**config.mk**
```make
export PLATFORM = sky130hd
export DESIGN_NAME = rob_commit_flat
export DESIGN_NICKNAME = d
export VERILOG_FILES = /design/src/rtl/rob_commit_if.sv /design/src/rtl/rob_commit.sv /design/src/flat_wrapper.sv
export SDC_FILE = /design/constraint.sdc
export NUM_CORES = 1
export LEC_CHECK = 0
export BUFFER_PORTS_ARGS = -buffer_cell sky130_fd_sc_hd__clkbuf_2
export CAP_MARGIN = 15
export CORE_MARGIN = 2
export CORE_UTILIZATION = 50
export DETAILED_ROUTE_END_ITERATION = 12
export PLACE_DENSITY = 0.66
export RECOVER_POWER = 25
export SKIP_LAST_GASP = 1
export SYNTH_ARGS = -nofsm -noshare
export SYNTH_HDL_FRONTEND = slang
export SYNTH_SLANG_ARGS = --single-unit
```
**constraint.sdc**
```tcl
create_clock -name clk -period 4.76 [get_ports clk]
set_clock_uncertainty 0.15 [all_clocks]
set_input_delay 0.476 -clock clk [delete_from_list [all_inputs] [get_ports clk]]
set_output_delay 0.476 -clock clk [all_outputs]
set_load 0.02 [all_outputs]
```
**src/rtl/rob_commit_if.sv**
```systemverilog
// Dispatch / writeback / commit bundle for the in-order reorder buffer.
// Optional forwarding read ports appear when ROB_FWD_EN is defined.
interface rob_commit_if #(
    parameter int SUPERSCALAR = 1,
    parameter int ROB_DEPTH   = 4,
    parameter int CDB_PORTS   = 1
);
    logic                 flush;
    logic                 disp_valid;
    logic [4:0]           disp_rd_s;
    logic                 disp_regf_we;
    logic                 disp_ready;
    logic [ROB_DEPTH-1:0] disp_rob;
    logic                 cdb_valid      [CDB_PORTS];
    logic [ROB_DEPTH-1:0] cdb_rob        [CDB_PORTS];
    logic [31:0]          cdb_value      [CDB_PORTS];
    logic                 commit_regf_we [SUPERSCALAR];
    logic [4:0]           commit_rd_s    [SUPERSCALAR];
    logic [31:0]          commit_rd_v    [SUPERSCALAR];
    logic [ROB_DEPTH-1:0] commit_rob     [SUPERSCALAR];
    logic                 commit_valid   [SUPERSCALAR];
    logic [ROB_DEPTH:0]   rob_count;
    logic                 rob_empty;
`ifdef ROB_FWD_EN
    logic [ROB_DEPTH-1:0] fwd_rob        [2*SUPERSCALAR];
    logic                 fwd_ready      [2*SUPERSCALAR];
    logic [31:0]          fwd_value      [2*SUPERSCALAR];

    modport slave (
        input  flush, disp_valid, disp_rd_s, disp_regf_we, cdb_valid, cdb_rob, cdb_value, fwd_rob,
        output disp_ready, disp_rob, commit_regf_we, commit_rd_s, commit_rd_v, commit_rob,
               commit_valid, rob_count, rob_empty, fwd_ready, fwd_value
    );
    modport master (
        output flush, disp_valid, disp_rd_s, disp_regf_we, cdb_valid, cdb_rob, cdb_value, fwd_rob,
        input  disp_ready, disp_rob, commit_regf_we, commit_rd_s, commit_rd_v, commit_rob,
               commit_valid, rob_count, rob_empty, fwd_ready, fwd_value
    );
`else
    modport slave (
        input  flush, disp_valid, disp_rd_s, disp_regf_we, cdb_valid, cdb_rob, cdb_value,
        output disp_ready, disp_rob, commit_regf_we, commit_rd_s, commit_rd_v, commit_rob,
               commit_valid, rob_count, rob_empty
    );
    modport master (
        output flush, disp_valid, disp_rd_s, disp_regf_we, cdb_valid, cdb_rob, cdb_value,
        input  disp_ready, disp_rob, commit_regf_we, commit_rd_s, commit_rd_v, commit_rob,
               commit_valid, rob_count, rob_empty
    );
`endif
endinterface

```
**src/rtl/rob_commit.sv**
```systemverilog
// In-order reorder buffer: allocates indices at dispatch, collects CDB results,
// retires up to SUPERSCALAR entries per cycle in order. ROB_FWD_EN adds operand read ports.
module rob_commit #(
    parameter int SUPERSCALAR = 1,
    parameter int ROB_DEPTH   = 4,
    parameter int CDB_PORTS   = 1
) (
    input  logic          clk,
    input  logic          rst,
    rob_commit_if.slave   bus
);
    localparam int ENTRIES = 1 << ROB_DEPTH;
    localparam int PW      = ROB_DEPTH + 1;

    logic [ENTRIES-1:0]   valid_r;
    logic [ENTRIES-1:0]   done_r;
    logic [ENTRIES-1:0]   we_r;
    logic [4:0]           rd_r    [ENTRIES];
    logic [31:0]          value_r [ENTRIES];
    logic [PW-1:0]        head_r;
    logic [PW-1:0]        tail_r;

    logic                 full_s;
    logic                 disp_fire_s;
    logic                 cv_s       [SUPERSCALAR];
    logic [ROB_DEPTH-1:0] slot_idx_s [SUPERSCALAR];
    logic [PW-1:0]        n_commit_s;

    assign full_s      = (head_r[ROB_DEPTH-1:0] == tail_r[ROB_DEPTH-1:0]) &&
                         (head_r[ROB_DEPTH] != tail_r[ROB_DEPTH]);
    assign disp_fire_s = bus.disp_valid & ~full_s;

    // Commit chain: slot i retires only if every older slot retires too
    always_comb begin
        logic chain;
        chain      = 1'b1;
        n_commit_s = '0;
        for (int i = 0; i < SUPERSCALAR; i++) begin
            slot_idx_s[i] = head_r[ROB_DEPTH-1:0] + ROB_DEPTH'(i);
            cv_s[i]       = chain & valid_r[slot_idx_s[i]] & done_r[slot_idx_s[i]];
            chain         = cv_s[i];
            n_commit_s    = n_commit_s + PW'(cv_s[i]);
        end
    end

    // Commit slot outputs are zeroed whenever the slot is not retiring
    always_comb begin
        for (int i = 0; i < SUPERSCALAR; i++) begin
            bus.commit_valid[i]   = cv_s[i];
            bus.commit_regf_we[i] = cv_s[i] & we_r[slot_idx_s[i]];
            bus.commit_rd_s[i]    = cv_s[i] ? rd_r[slot_idx_s[i]]    : 5'd0;
            bus.commit_rd_v[i]    = cv_s[i] ? value_r[slot_idx_s[i]] : 32'd0;
            bus.commit_rob[i]     = cv_s[i] ? slot_idx_s[i]          : {ROB_DEPTH{1'b0}};
        end
    end

    // Occupancy and allocation status
    always_comb begin
        bus.disp_ready = ~full_s;
        bus.disp_rob   = tail_r[ROB_DEPTH-1:0];
        bus.rob_count  = tail_r - head_r;
        bus.rob_empty  = (head_r == tail_r);
    end

    // Entry state and pointers; commit clears come last so they win over a late writeback
    always_ff @(posedge clk or negedge rst) begin
        if (!rst) begin
            valid_r <= '0;
            done_r  <= '0;
            we_r    <= '0;
            head_r  <= '0;
            tail_r  <= '0;
            for (int e = 0; e < ENTRIES; e++) begin
                rd_r[e]    <= 5'd0;
                value_r[e] <= 32'd0;
            end
        end else if (bus.flush) begin
            valid_r <= '0;
            done_r  <= '0;
            head_r  <= '0;
            tail_r  <= '0;
        end else begin
            if (disp_fire_s) begin
                valid_r[tail_r[ROB_DEPTH-1:0]] <= 1'b1;
                done_r[tail_r[ROB_DEPTH-1:0]]  <= 1'b0;
                we_r[tail_r[ROB_DEPTH-1:0]]    <= bus.disp_regf_we;
                rd_r[tail_r[ROB_DEPTH-1:0]]    <= bus.disp_rd_s;
                tail_r                         <= tail_r + PW'(1);
            end
            for (int j = 0; j < CDB_PORTS; j++) begin
                if (bus.cdb_valid[j] && valid_r[bus.cdb_rob[j]]) begin
                    done_r[bus.cdb_rob[j]]  <= 1'b1;
                    value_r[bus.cdb_rob[j]] <= bus.cdb_value[j];
                end
            end
            for (int i = 0; i < SUPERSCALAR; i++) begin
                if (cv_s[i]) begin
                    valid_r[slot_idx_s[i]] <= 1'b0;
                    done_r[slot_idx_s[i]]  <= 1'b0;
                end
            end
            head_r <= head_r + n_commit_s;
        end
    end

`ifdef ROB_FWD_EN
    // Operand forwarding from completed, not yet retired entries
    always_comb begin
        for (int k = 0; k < 2*SUPERSCALAR; k++) begin
            bus.fwd_ready[k] = valid_r[bus.fwd_rob[k]] & done_r[bus.fwd_rob[k]];
            bus.fwd_value[k] = (valid_r[bus.fwd_rob[k]] & done_r[bus.fwd_rob[k]]) ?
                               value_r[bus.fwd_rob[k]] : 32'd0;
        end
    end
`endif

endmodule
```
**src/flat_wrapper.sv**
```systemverilog
// flat-port wrapper written by rule: the top's interface ports become plain ports
module rob_commit_flat 
#(
    parameter int SUPERSCALAR = 1,
    parameter int ROB_DEPTH   = 4,
    parameter int CDB_PORTS   = 1
)
  (clk, rst, bus_flush, bus_disp_valid, bus_disp_rd_s, bus_disp_regf_we, bus_cdb_valid, bus_cdb_rob, bus_cdb_value, bus_disp_ready, bus_disp_rob, bus_commit_regf_we, bus_commit_rd_s, bus_commit_rd_v, bus_commit_rob, bus_commit_valid, bus_rob_count, bus_rob_empty);
  rob_commit_if #(.SUPERSCALAR(SUPERSCALAR), .ROB_DEPTH(ROB_DEPTH), .CDB_PORTS(CDB_PORTS)) bus_i ();
  input  logic clk;
  input  logic rst;
  input wire logic [$bits(bus_i.flush)-1:0] bus_flush;
  input wire logic [$bits(bus_i.disp_valid)-1:0] bus_disp_valid;
  input wire logic [$bits(bus_i.disp_rd_s)-1:0] bus_disp_rd_s;
  input wire logic [$bits(bus_i.disp_regf_we)-1:0] bus_disp_regf_we;
  input wire logic [$bits(bus_i.cdb_valid)-1:0] bus_cdb_valid;
  input wire logic [$bits(bus_i.cdb_rob)-1:0] bus_cdb_rob;
  input wire logic [$bits(bus_i.cdb_value)-1:0] bus_cdb_value;
  output wire logic [$bits(bus_i.disp_ready)-1:0] bus_disp_ready;
  output wire logic [$bits(bus_i.disp_rob)-1:0] bus_disp_rob;
  output wire logic [$bits(bus_i.commit_regf_we)-1:0] bus_commit_regf_we;
  output wire logic [$bits(bus_i.commit_rd_s)-1:0] bus_commit_rd_s;
  output wire logic [$bits(bus_i.commit_rd_v)-1:0] bus_commit_rd_v;
  output wire logic [$bits(bus_i.commit_rob)-1:0] bus_commit_rob;
  output wire logic [$bits(bus_i.commit_valid)-1:0] bus_commit_valid;
  output wire logic [$bits(bus_i.rob_count)-1:0] bus_rob_count;
  output wire logic [$bits(bus_i.rob_empty)-1:0] bus_rob_empty;
  assign bus_i.flush = bus_flush;
  assign bus_i.disp_valid = bus_disp_valid;
  assign bus_i.disp_rd_s = bus_disp_rd_s;
  assign bus_i.disp_regf_we = bus_disp_regf_we;
  assign bus_i.cdb_valid = {>>{bus_cdb_valid}};
  assign bus_i.cdb_rob = {>>{bus_cdb_rob}};
  assign bus_i.cdb_value = {>>{bus_cdb_value}};
  assign bus_disp_ready = bus_i.disp_ready;
  assign bus_disp_rob = bus_i.disp_rob;
  assign bus_commit_regf_we = {>>{bus_i.commit_regf_we}};
  assign bus_commit_rd_s = {>>{bus_i.commit_rd_s}};
  assign bus_commit_rd_v = {>>{bus_i.commit_rd_v}};
  assign bus_commit_rob = {>>{bus_i.commit_rob}};
  assign bus_commit_valid = {>>{bus_i.commit_valid}};
  assign bus_rob_count = bus_i.rob_count;
  assign bus_rob_empty = bus_i.rob_empty;
  rob_commit #(.SUPERSCALAR(SUPERSCALAR), .ROB_DEPTH(ROB_DEPTH), .CDB_PORTS(CDB_PORTS)) u_core (.clk(clk), .rst(rst), .bus(bus_i));
endmodule
```
==> reports/results.tsv <==
metric	value	unit
start_util	0.504	
antenna_cells	0	
finalCritPeriodShare	0.865	
viasPerCell	6.16	
drtIter0Drc	1183	
syn_area_per_cell	15.9	sq um
ir_worst_vdd	247	uV
postCtsSetupRepairBufs	0	
dieArea	0.0624	sq mm
cp-start-kind	flip-flop	
ctsHoldBuffers	1	
crit_slowest_cell	mux4_2	
routabilityCongestion	0.873	
whs	0.188	ns
cts_buffers	71	
layout_commonest_cell	dfrtp_1	
netSwitchingFraction	0.219	
via_count	17124	
setup_viol	0	
synth-seq-cells	650	
synth_ff_type	dfrtp_1	
grt.overflow.total	0	
failed_checks	max-capacitance violations, max-slew violations	
p_switching	2.60	mW
min_period	4.12	ns
core	0.0600	sq mm
yosysWarningCount	0	
synth_edf_count	0	
yosys.cell_types.count	45	
holdPathStages	2	
crit_path_cell_trace	buf_12, mux4_2, nand3_1, and3_2, buf_4, nor3b_1, clkbuf_2	
tns	0	ns
crit_type	reg -> out	
cap_violations	1	
synthCells	1896	
crit_arrival	3.49	ns
drc	0	
antenna_found_initial	5	
die_w	250	um
combPwrFrac	0.047	
rrSetupSlack	1.24	ns
required	4.13	ns
cts_root_buf	clkbuf_16	
intPower	9.25	mW
insertion_delay	0.60	ns
cts_sinks	650	
drive_gt1_frac	0.539	
post_drt_wl_per_cell	26.0	um
cellPowerDensity	351	mW/mm^2
p_seq_frac	0.484	
num_io_pins	101	
critPathCaptureType	output port	
ant_nets	0	
syn-num-nets	1954	
rsz0062_at_grt	false	
grt_pass1_vias	18176	
ctsResizeCount	0	
worst-path-buf-inv	3	
hpwl	42200	um
dp_slack	1.20	ns
syn-cell-area	0.0302	sq mm
holdPathEnd	u_core.value_r[8]$_DFFE_PN0P_	
nNetsFinal	2008	
clkPwrFrac	0.469	
num_rows	90	
grt_max_degree	136	
clkSlewWorstSetupHoldPaths	0.06	ns
worst-path-stages	7	
hold_start	bus_cdb_value[8]	
final_cell_mix	647 x dfrtp_1, 605 x mux2_2, 202 x mux4_2	
slew_viol_final	89	
reg2reg_depth	6	
r2r-end	u_core.we_r[12]$_DFFE_PN0P_	
clock_path_buffers	3	
synthToLayoutAreaGrowth	11.5	%
crit_family	buffers and inverters	
timing.final.hold_violations	0	
worst_slew_pin_slew	2.72	ns
setup_slack	0.640	ns
synth_top_area_frac	0.538	
async_reset_ff_frac	1.00	
synthTopCellsByArea	dfrtp_1 54%, mux2_2 23%, mux4_2 15%	
track_usage	0.236	
yosys.area.top_type	dfrtp_1	
dr.pass1.iters	5	
hp-class	in -> reg	
cts_tree	yes	
synth-seq-area-share	0.538	
cts_htree_levels	3	
worst_r2r_startpoint	u_core.head_r[2]$_DFF_PN0_	
worst_path_largest_cell_delay	0.57	ns
grt_pass1_wl	113000	um
routed_wl	72100	um
status	finished, violations left	
fmax	243	MHz
io_buffers	100	
crit_fanout	58	
leakage	16.1	nW
die_h	250	um
slew_headroom	-0.810	
[synth_stat cells (12+ instances only)]
library cell  count
mux4_2          202
clkbuf_1         76
a221oi_1         13
nor2_1           23
a211oi_1         14
nor3b_1          40
dfrtp_1         650
mux2_2          605
nand2_1          53
buf_4            41
inv_1            12
o21ai_0          13
a31oi_1          12
buf_2            30
[state kept, by name (all words and copies together) (netlist names)]
name,count
u_core.we_r,16
u_core.valid_r,16
u_core.done_r,16
u_core.tail_r,5
u_core.rd_r,80
u_core.value_r,512
u_core.head_r,5
[worst max path at each step]
stage / startpoint / end / slack (ns)
finish: u_core.head_r[0]$_DFF_PN0_ / bus_commit_rd_v[18] / 0.64
global route: u_core.head_r[0]$_DFF_PN0_ / bus_commit_rd_v[18] / 0.46
CTS: u_core.head_r[0]$_DFF_PN0_ / bus_commit_rd_v[18] / 0.53
detailed placement: u_core.head_r[0]$_DFF_PN0_ / bus_commit_rd_v[18] / 1.20
global placement: u_core.head_r[0]$_DFF_PN0_ / bus_commit_rd_v[18] / 1.18
floorplan: u_core.head_r[0]$_DFF_PN0_ / u_core.head_r[4]$_DFF_PN0_ / 1.67
[routing by layer]
layer / global-route usage / share of wire / up-vias
met3: 0.0387 / 0.048 / 118
met4: 0.0685 / 0.021 / 8
met2: 0.383 / 0.49 / 452
li1: - / - / 7233
met1: 0.331 / 0.44 / 9313
met5: 0 / 0.00073 / -
[power by group through the flow]
| stage | clock [mW] | combinational [mW] | sequential (mW) |
|---|---|---|---|
| finish | 5.56 | 0.560 | 5.73 |
| global route | 5.94 | 0.618 | 5.74 |
| CTS | 5.70 | 0.572 | 5.73 |
| detailed placement | 0 | 0.570 | 5.83 |
| global placement | 0 | 0.555 | 5.82 |
| floorplan | 0 | 0.321 | 5.80 |
[stage by stage]
| stage | area, sq um | instances | power (mW) | util |
|---|---|---|---|---|
| finish | 33700 | 2779 | 11.8 | 0.562 |
| global route | 33700 | 2779 | 12.3 | 0.562 |
| CTS | 33700 | 2779 | 12.0 | 0.562 |
| detailed placement | 31400 | 2658 | 6.40 | 0.523 |
| global placement | 31400 | 2658 | 6.37 | 0.523 |
| floorplan | 30200 | 1896 | 6.12 | - |
[cell families after synthesis]
family / Yosys count / synth area share
mux: 811 / 0.377
flops: 650 / 0.538
buf+inv: 177 / 0.0298
simple gates: 155 / 0.0283
compound gates: 80 / 0.0181
xor+xnor: 12 / 0.00348
fa+ha+maj: 11 / 0.00480
[layout make-up]
cell class              instances  area (sq um)
clock buffers                 102          2120
clock inverters                18           233
fillers                      4707         26300
inverters                      13          50.0
multi-input cells            1069         13100
flip-flops and latches        650         16300
well taps                     782           978
repair buffers                145           945
No activity file was read; power rests on OpenSTA's default activity.
